**config.mk**
```make
export PLATFORM = sky130hd
export DESIGN_NAME = rs_age_multi_cdb
export DESIGN_NICKNAME = d
export VERILOG_FILES = /design/src/rtl/rs_age_multi_cdb.sv
export SDC_FILE = /design/constraint.sdc
export NUM_CORES = 2
export LEC_CHECK = 0
export CAP_MARGIN = 15
export CORE_MARGIN = 8
export CORE_UTILIZATION = 60
export CTS_BUF_LIST = sky130_fd_sc_hd__clkbuf_4 sky130_fd_sc_hd__clkbuf_8
export CTS_CLUSTER_SIZE = 24
export DETAILED_ROUTE_END_ITERATION = 10
export MAX_ROUTING_LAYER = met4
export PLACE_DENSITY = 0.76
export SETUP_SLACK_MARGIN = 0.4
export SLEW_MARGIN = 20
export SYNTH_ARGS = -nofsm -noshare
export SYNTH_HDL_FRONTEND = slang
export SYNTH_SLANG_ARGS = --single-unit
```
**constraint.sdc**
```tcl
create_clock -name clk_i -period 6.2 [get_ports clk_i]
set_input_delay 1.24 -clock clk_i [delete_from_list [all_inputs] [get_ports clk_i]]
set_output_delay 1.24 -clock clk_i [all_outputs]
set_load 0.05 [all_outputs]
```
**src/rtl/rs_age_multi_cdb.sv**
```systemverilog
// Unified reservation station with an age-matrix oldest-ready issue.
// Operands wake from NUM_CDB buses, with bypass into the dispatching entry.
module rs_age_multi_cdb #(
    parameter int DATA_WIDTH     = 32,
    parameter int OPCODE_WIDTH   = 32,
    parameter int RS_SIZE        = 8,
    parameter int ROB_ADDR_WIDTH = 5,
    parameter int NUM_CDB        = 2
) (
    input  logic                               clk_i,
    input  logic                               rst_ni,
    input  logic                               flush_i,
    input  logic                               dispatch_valid_i,
    output logic                               dispatch_ready_o,
    input  logic [OPCODE_WIDTH-1:0]            dispatch_opcode_i,
    input  logic [DATA_WIDTH-1:0]              dispatch_v_rs1_i,
    input  logic [DATA_WIDTH-1:0]              dispatch_v_rs2_i,
    input  logic                               dispatch_q_rs1_valid_i,
    input  logic                               dispatch_q_rs2_valid_i,
    input  logic [ROB_ADDR_WIDTH-1:0]          dispatch_q_rs1_i,
    input  logic [ROB_ADDR_WIDTH-1:0]          dispatch_q_rs2_i,
    input  logic [ROB_ADDR_WIDTH-1:0]          dispatch_rob_tag_i,
    input  logic [NUM_CDB-1:0]                 cdb_valid_i,
    input  logic [NUM_CDB*ROB_ADDR_WIDTH-1:0]  cdb_rob_tag_i,
    input  logic [NUM_CDB*DATA_WIDTH-1:0]      cdb_data_i,
    output logic                               issue_valid_o,
    input  logic                               issue_ready_i,
    output logic [OPCODE_WIDTH-1:0]            issue_opcode_o,
    output logic [DATA_WIDTH-1:0]              issue_v_rs1_o,
    output logic [DATA_WIDTH-1:0]              issue_v_rs2_o,
    output logic [ROB_ADDR_WIDTH-1:0]          issue_rob_tag_o,
    output logic [$clog2(RS_SIZE+1)-1:0]       occupancy_o,
    output logic                               empty_o
);

    localparam int OCC_W = $clog2(RS_SIZE + 1);
    localparam int IDX_W = $clog2(RS_SIZE);
    localparam logic [OCC_W-1:0] L_FULL = OCC_W'(RS_SIZE);

    logic [RS_SIZE-1:0]        r_busy;
    logic [RS_SIZE-1:0]        r_q1v;
    logic [RS_SIZE-1:0]        r_q2v;
    logic [OPCODE_WIDTH-1:0]   r_op  [RS_SIZE];
    logic [DATA_WIDTH-1:0]     r_v1  [RS_SIZE];
    logic [DATA_WIDTH-1:0]     r_v2  [RS_SIZE];
    logic [ROB_ADDR_WIDTH-1:0] r_q1  [RS_SIZE];
    logic [ROB_ADDR_WIDTH-1:0] r_q2  [RS_SIZE];
    logic [ROB_ADDR_WIDTH-1:0] r_tag [RS_SIZE];
    logic [RS_SIZE-1:0]        r_older [RS_SIZE];
    logic [OCC_W-1:0]          r_occ;

    logic [RS_SIZE-1:0]        w_ready;
    logic [RS_SIZE-1:0]        w_col [RS_SIZE];
    logic [RS_SIZE-1:0]        w_sel_oh;
    logic [IDX_W-1:0]          w_sel_idx;
    logic [IDX_W-1:0]          w_alloc_idx;
    logic                      w_issue_valid;
    logic                      w_dacc;
    logic                      w_iacc;

    logic [DATA_WIDTH-1:0]     w_n_v1 [RS_SIZE];
    logic [DATA_WIDTH-1:0]     w_n_v2 [RS_SIZE];
    logic [RS_SIZE-1:0]        w_n_q1v;
    logic [RS_SIZE-1:0]        w_n_q2v;

    logic [DATA_WIDTH-1:0]     w_d_v1;
    logic [DATA_WIDTH-1:0]     w_d_v2;
    logic                      w_d_q1v;
    logic                      w_d_q2v;

    assign dispatch_ready_o = (r_occ < L_FULL);
    assign occupancy_o      = r_occ;
    assign empty_o          = (r_occ == '0);
    assign w_ready          = r_busy & ~r_q1v & ~r_q2v;
    assign w_issue_valid    = |w_ready;
    assign w_dacc           = dispatch_valid_i & dispatch_ready_o;
    assign w_iacc           = w_issue_valid & issue_ready_i;

    // Oldest ready entry: no other ready entry is older than it.
    always_comb begin
        w_sel_idx = '0;
        for (int i = 0; i < RS_SIZE; i++) begin
            w_col[i] = '0;
            for (int j = 0; j < RS_SIZE; j++) begin
                w_col[i][j] = r_older[j][i];
            end
            w_sel_oh[i] = w_ready[i] & ~|(w_ready & w_col[i]);
        end
        for (int i = RS_SIZE - 1; i >= 0; i--) begin
            if (w_sel_oh[i]) begin
                w_sel_idx = IDX_W'(i);
            end
        end
    end

    // Lowest-index free entry receives the next dispatch.
    always_comb begin
        w_alloc_idx = '0;
        for (int i = RS_SIZE - 1; i >= 0; i--) begin
            if (!r_busy[i]) begin
                w_alloc_idx = IDX_W'(i);
            end
        end
    end

    // Issue outputs, zeroed when nothing is ready.
    always_comb begin
        issue_valid_o   = w_issue_valid;
        issue_opcode_o  = '0;
        issue_v_rs1_o   = '0;
        issue_v_rs2_o   = '0;
        issue_rob_tag_o = '0;
        if (w_issue_valid) begin
            issue_opcode_o  = r_op[w_sel_idx];
            issue_v_rs1_o   = r_v1[w_sel_idx];
            issue_v_rs2_o   = r_v2[w_sel_idx];
            issue_rob_tag_o = r_tag[w_sel_idx];
        end
    end

    // Wakeup of stored operands; descending scan lets the lowest bus win.
    always_comb begin
        for (int i = 0; i < RS_SIZE; i++) begin
            w_n_v1[i]  = r_v1[i];
            w_n_v2[i]  = r_v2[i];
            w_n_q1v[i] = r_q1v[i];
            w_n_q2v[i] = r_q2v[i];
            for (int k = NUM_CDB - 1; k >= 0; k--) begin
                if (cdb_valid_i[k] && r_q1v[i] &&
                    cdb_rob_tag_i[k*ROB_ADDR_WIDTH +: ROB_ADDR_WIDTH] == r_q1[i]) begin
                    w_n_v1[i]  = cdb_data_i[k*DATA_WIDTH +: DATA_WIDTH];
                    w_n_q1v[i] = 1'b0;
                end
                if (cdb_valid_i[k] && r_q2v[i] &&
                    cdb_rob_tag_i[k*ROB_ADDR_WIDTH +: ROB_ADDR_WIDTH] == r_q2[i]) begin
                    w_n_v2[i]  = cdb_data_i[k*DATA_WIDTH +: DATA_WIDTH];
                    w_n_q2v[i] = 1'b0;
                end
            end
        end
    end

    // Same-cycle bypass of CDB results into the dispatching operands.
    always_comb begin
        w_d_v1  = dispatch_v_rs1_i;
        w_d_v2  = dispatch_v_rs2_i;
        w_d_q1v = dispatch_q_rs1_valid_i;
        w_d_q2v = dispatch_q_rs2_valid_i;
        for (int k = NUM_CDB - 1; k >= 0; k--) begin
            if (cdb_valid_i[k] && dispatch_q_rs1_valid_i &&
                cdb_rob_tag_i[k*ROB_ADDR_WIDTH +: ROB_ADDR_WIDTH] == dispatch_q_rs1_i) begin
                w_d_v1  = cdb_data_i[k*DATA_WIDTH +: DATA_WIDTH];
                w_d_q1v = 1'b0;
            end
            if (cdb_valid_i[k] && dispatch_q_rs2_valid_i &&
                cdb_rob_tag_i[k*ROB_ADDR_WIDTH +: ROB_ADDR_WIDTH] == dispatch_q_rs2_i) begin
                w_d_v2  = cdb_data_i[k*DATA_WIDTH +: DATA_WIDTH];
                w_d_q2v = 1'b0;
            end
        end
    end

    // Entry state, age matrix and occupancy; flush frees everything.
    always_ff @(posedge clk_i or negedge rst_ni) begin
        if (!rst_ni) begin
            r_busy <= '0;
            r_q1v  <= '0;
            r_q2v  <= '0;
            r_occ  <= '0;
            for (int i = 0; i < RS_SIZE; i++) begin
                r_op[i]    <= '0;
                r_v1[i]    <= '0;
                r_v2[i]    <= '0;
                r_q1[i]    <= '0;
                r_q2[i]    <= '0;
                r_tag[i]   <= '0;
                r_older[i] <= '0;
            end
        end else if (flush_i) begin
            r_busy <= '0;
            r_occ  <= '0;
        end else begin
            for (int i = 0; i < RS_SIZE; i++) begin
                r_v1[i]  <= w_n_v1[i];
                r_v2[i]  <= w_n_v2[i];
                r_q1v[i] <= w_n_q1v[i];
                r_q2v[i] <= w_n_q2v[i];
            end
            if (w_iacc) begin
                r_busy[w_sel_idx] <= 1'b0;
            end
            if (w_dacc) begin
                r_busy[w_alloc_idx] <= 1'b1;
                r_op[w_alloc_idx]   <= dispatch_opcode_i;
                r_v1[w_alloc_idx]   <= w_d_v1;
                r_v2[w_alloc_idx]   <= w_d_v2;
                r_q1v[w_alloc_idx]  <= w_d_q1v;
                r_q2v[w_alloc_idx]  <= w_d_q2v;
                r_q1[w_alloc_idx]   <= dispatch_q_rs1_i;
                r_q2[w_alloc_idx]   <= dispatch_q_rs2_i;
                r_tag[w_alloc_idx]  <= dispatch_rob_tag_i;
                for (int j = 0; j < RS_SIZE; j++) begin
                    r_older[j][w_alloc_idx] <= r_busy[j];
                end
                r_older[w_alloc_idx] <= '0;
            end
            unique case ({w_dacc, w_iacc})
                2'b10:   r_occ <= r_occ + 1'b1;
                2'b01:   r_occ <= r_occ - 1'b1;
                default: r_occ <= r_occ;
            endcase
        end
    end

endmodule

```
* Yosys cells after proc, flatten, opt, wreduce, memory -nomap -nowiden *
Index checks and enable logic that the tools add are counted.

storage, ports and cells
  flip-flop bits (word level) = 980
  output and inout bits = 108
  logic and storage cells = 373

cells by class
  add/subtract/negate cells = 2
  $lt $le $gt $ge = 8
  equality and inequality tests = 38
  multiplexer cells = 140
  bitwise operators = 30
  reduce and logical (&&, ||, !) cells = 95

operator list
  cell                number
  $mux 32             46
  $bwmux 256          3
  $mux 256            2
  $bmux 32 s3         3
  $eq 5x5->1          36
  $bwmux 40           3
  $demux 32 s3        1
  $and 8x8->8         11
  $bwmux 8            10
  $logic_and 1x1->1   75
  $reduce_or 8->1     9
  $and 64x64->64      1
  $not 64->64         1
  $mux 8              7
  $mux 3              16
  $mux 1              38
  $demux 8 s3         1
  $not 8->8           3
  $mux 5              4
  $bmux 5 s3          1
  $demux 5 s3         1
  $and 1x1->1         10
  $ge 4x4->1 const B  2
  $logic_not 1->1     8
  other kinds (17)    21

* Longest topological paths before layout *
  word-level depth = 26
  depth in mapped cells = 13
  gate-level depth less buffers = 11

* Worst setup path before layout *
No wires, ideal clock.

  path type = reg2out
  start point = register r_q1v[1]
  end point = output port issue_opcode_o[15]
  arrival = 3595 ps
  setup slack = 1365 ps
  stages on the path, launching flop included = 12
  cell sequence = dfrtp_1 or4b_2 a2111oi_0 and3_1 buf_4 or2_1 buf_4 buf_4 buf_2 buf_2 a21oi_1 o32ai_1

on the way
  word-level cells in the longest chain between the ends = 20
  elaborated cells on any way between the ends = 49

ends and longest elaborated chain
  what                                         RTL line  text
  start, declared                              41        logic [RS_SIZE-1:0] r_q1v;
  start signal, assigned by index              186       r_q1v[i] <= w_n_q1v[i];
  start signal, assigned by index              197       r_q1v[w_alloc_idx] <= w_d_q1v;
  $not 8->8 (*)                                74        assign w_ready = r_busy & ~r_q1v & ~r_q2v;
  $and 8x8->8 (*) (2 in series)                74
  $and 8x8->8                                  87        w_sel_oh[i] = w_ready[i] & ~|(w_ready & w_col[i]);
  $reduce_or 8->1                              87
  $logic_not 1->1                              87
  $and 1x1->1                                  87
  $mux 3 (8 in series)                         90        if (w_sel_oh[i]) begin
  $not 3->4 (not written as such)              114       issue_opcode_o = r_op[w_sel_idx];
  $bmux 32 s3                                  114
  $mux 32 (not written as such) (2 in series)  114
  $mux 32 (*)                                  113       if (w_issue_valid) begin
  end, declared                                28        output logic [OPCODE_WIDTH-1:0] issue_opcode_o,

Every way passes the cells marked *; elsewhere a longest branch is shown, timed or not. The select of a mux whose other input is x is not followed.

* Worst setup path in the final report *
  start point = register r_q1v[5]
  end point = output port issue_v_rs1_o[13]

on the way
  word-level cells in the longest chain between the ends = 20
  elaborated cells on any way between the ends = 49

ends and longest elaborated chain
  what                                         RTL line  text
  $not 8->8 (*)                                74
  $and 8x8->8 (*) (2 in series)                74
  $and 8x8->8                                  87
  $reduce_or 8->1                              87
  $logic_not 1->1                              87
  $and 1x1->1                                  87
  $mux 3 (8 in series)                         90
  $not 3->4 (not written as such)              115       issue_v_rs1_o = r_v1[w_sel_idx];
  $bmux 32 s3                                  115
  $mux 32 (not written as such) (2 in series)  115
  $mux 32 (*)                                  113
  end, declared                                29        output logic [DATA_WIDTH-1:0] issue_v_rs1_o,

Marked as above.

==> flow_results.org <==
** Routing
- First-iteration detailed-routing DRC count :: 10400
- Average detailed-routed wire length per instance :: 28.0 um
- DRC violation count after routing :: 0
- The routed layout has 62600 vias.
- Total iterations of the first detailed-routing run :: 7
- Via density per instance :: 7.10
- Final antenna-violating net count :: 0
- Routed Wire Length :: 247000 um

** STA
- Final clock skew :: 0.0383 ns
- The final max-slew violation count came to 0.
- At the pin with the least slew margin, the transition time is 1.33 ns.
- Time the final worst path needs with I/O delays and setup :: 5.87 ns
- Total negative slack :: 0 ns
- Final setup viols :: 0
- For this run, the top clock speed supported by timing is 170 MHz.
- Setup repair after global routing could not meet its margin everywhere.
- Part of the cycle the worst path needs :: 0.946
- The worst pin sits at a relative slew slack of 0.116.
- The number of hold violations in the final report came to 0.

** Outcome
- Run status :: finished clean

** Setup path
- Type of destination of the critical path :: primary output
- Data arrives at the worst endpoint at 4.63 ns.
- Biggest fanout along the worst timing path :: 16
- On the critical path, the stage with the largest delay is an instance of or4_4.
- Startpoint kind of the worst setup timing path :: register
- Cell chain of the critical path :: nor3b_4, a22oi_1, nand4_1, buf_4, clkbuf_16, nand2_1, or4_4, buf_4, clkbuf_16, o221ai_1, o22ai_2, buf_12
- Data on the critical path is required at its endpoint by 4.96 ns.
- Critical path start-end classification :: reg2out
- On the worst path, the slowest cell contributes a delay of 0.64 ns.

** CTS
- The clock drives 980 sinks.
- TritonCTS clock tree :: built
- Clock buffer depth :: 3
- Number of buffers created by CTS :: 173
- For the worst-skew pair, the clock arrives at the later sink with an insertion delay of 0.90 ns.
- The clock tree synthesis step divided the H-tree into 4 levels.
- Clock-pin slew on the worst setup and hold paths :: 0.06 ns
- In this run the clock root is driven by a clkbuf_8.

** Layout
- Leaving out fill and tap cells, the most frequent cell in the layout is nand2_1.
- The filler cells instantiated in the layout total 8121.
- Area taken by multi-input logic gates :: 35800 um2
- Leaving out fill and tap cells, the most frequent cells in the layout are 1269 x nand2_1, 993 x mux2i_1, 974 x dfrtp_1.
- Summing all flip-flop and latch instances after layout gives 24500 um2.
- Layout cells sized above 1 :: 0.131
- Synthesis-to-finish area growth :: 15.1%
- The finished cells cover 72500 um2.
- Net count, final :: 7474

** Power
- Power spread over the standard cell area amounts to 315 nW/um2.
- Fraction of power consumed by the clock network :: 0.286
- Register share of total power :: 0.391
- Switching portion of total power :: 0.368
- Across the VDD grid, the largest voltage drop is 0.219 mV.
- Cell internal power dissipation :: 14.4 mW
- Summed over all nets, the switching power comes to 8.42 mW.
- Combinational Power Share :: 0.324
- For this design the static power due to leakage is 37.3 nW.

** Worst hold path
- Hold WC Path Type :: in2async

** Floorplanning
- In this run the count of I/O pins placed on the die edge is 302.
- Cell row count :: 119
- Die Outline Area :: 116000 um2
- Chip Width :: 340 um
- Chip Height :: 340 um
- Initial cell density of the core :: 0.602
- The core region is 105000 um2.

** GRT
- Initial antenna violation count :: 18
- The via count of the first global-routing pass is 60200.
- Pin count of the biggest net entering global routing :: 266
- All-Layer GR Usage :: 0.411
- First-pass GRT wire length :: 366000 um
- Total overflow reported by the global router :: 0

** Placement
- The congestion estimate from routability-driven global placement came to 0.971.
- Summed over all nets, the half-perimeter wirelength after detailed placement is 133000 um.
- Summing all placed instances gives a cell area of 67500 um2.
- Port buffer count :: 301

** Yosys
- The number of nets in the synthesized netlist is 7565.
- Synthesis handed over a netlist of 7368 instances.
- Dividing the synthesized area by the synthesized cell count gives 8.55 um2.
- Yosys mapped the design onto 60 distinct sky130hd cell types.
- For this run, the number of Yosys warnings is 0.
- Fraction of the yosys area taken by sequential cells :: 0.389
- Number of synthesized flops with an enable pin :: 0
- Predominant post-synthesis flop cell :: dfrtp_1
- Of all flip-flops after synthesis, the portion carrying an async set or reset was 1.00.
- The synthesized netlist occupies a cell area of 63000 um2.
- The synthesized design contains 980 register bits.

** Job
- Across the run, the number of max-cap violations was 0.
-- sequential cells by signal, indices dropped and copies added, names as in the netlist --
| signal | cells |
|---|---|
| occupancy_o | 4 |
| r_busy | 8 |
| r_older | 64 |
| r_op | 256 |
| r_q1 | 40 |
| r_q1v | 8 |
| r_q2 | 40 |
| r_q2v | 8 |
| r_tag | 40 |
| r_v1 | 256 |
| r_v2 | 256 |
-- final timing paths --
path,start,to,slack (ns),cells after the start
hold reg to reg,r_op[119],r_op[119],0.47,2
setup / recovery,r_q1v[5],issue_v_rs1_o[13],0.33,12
setup reg to reg,r_busy[6],r_v1[21],2.48,9
max in group asynchronous,rst_ni,r_v1[153],4.29,2
hold / removal,rst_ni,r_tag[21],0.47,1
min in group clk_i,r_op[119],r_op[119],0.47,2
-- power by group through the flow --
stage	combinational, mW	clock (mW)	sequential (mW)
5_1_grt	7.93	6.81	9.04
3_3_place_gp	6.71	0	8.87
3_5_place_dp	6.96	0	8.92
4_1_cts	7.09	6.52	8.83
6_report	7.40	6.53	8.93
2_1_floorplan	4.70	0	8.58
-- worst max-delay path, delay by kind of cell, from the launching register on --
family / cells / cell delay (ns)
and+or+nand+nor: 4 / 1.36
buffers and inverters: 5 / 1.01
AOI/OAI and AO/OA: 3 / 0.84
DFF: 1 / 0.53
-- layer usage --
layer	GRT usage	up-vias	wire length [um]
met2	0.582	5163	105000
met5	-	-	0
li1	-	26300	-
met3	0.121	1143	35400
met4	0.216	0	14500
met1	0.530	30000	91700
-- final cells by class --
cell class              count  share of cell area
clock buffers             279              0.0474
inverters                  27             0.00140
flip-flops and latches    980               0.338
repair buffers            545              0.0905
clock inverters            23             0.00338
multi-input cells        5550               0.494
diodes                     18            0.000622
well taps                1391              0.0240
-- through the flow --
step / power, mW / util / instances / setup slack (ns) / hold WS [ns]
after floorplan: 13.3 / - / 7368 / 1.37 / 0.439
after global placement: 15.6 / 0.645 / 8437 / 0.860 / 0.455
after detailed placement: 15.9 / 0.645 / 8437 / 0.890 / 0.459
after CTS: 22.4 / 0.686 / 8769 / 0.328 / 0.473
after global routing: 23.8 / 0.692 / 8812 / 0.324 / 0.495
final: 22.9 / 0.692 / 8813 / 0.332 / 0.471
-- synthesized netlist by cell type, types with 66 or more instances --
cell type | n | area share
dfrtp_1 | 980 | 0.39
clkbuf_1 | 598 | 0.036
o32a_1 | 66 | 0.010
o221ai_1 | 155 | 0.022
o21ai_0 | 656 | 0.052
o31ai_1 | 105 | 0.013
a2111oi_0 | 106 | 0.015
xor2_1 | 140 | 0.019
a21oi_1 | 720 | 0.057
mux2_2 | 151 | 0.027
nor2_1 | 603 | 0.036
nand2_1 | 1276 | 0.076
o22ai_1 | 115 | 0.011
buf_2 | 88 | 0.0070
buf_1 | 103 | 0.0061
a211oi_1 | 101 | 0.012
mux2i_1 | 993 | 0.16
-- cells by family after synthesis --
kind of cell | count (synthesis) | share of synthesized area
mux | 1144 | 0.185
fa+ha+maj | 3 | 0.000715
xor+xnor | 180 | 0.0250
compound gates | 2175 | 0.215
simple gates | 2043 | 0.131
flops | 980 | 0.389
buf+inv | 843 | 0.0544
-- timing repair --
action	CTS	global route
resized for setup	57	69
buffers inserted	24	19
cloned	6	7
hold buffers	0	0
pin swaps	12	9
setup endpoints to repair	101	96
Note: power is estimated with default switching activity, not from simulation.
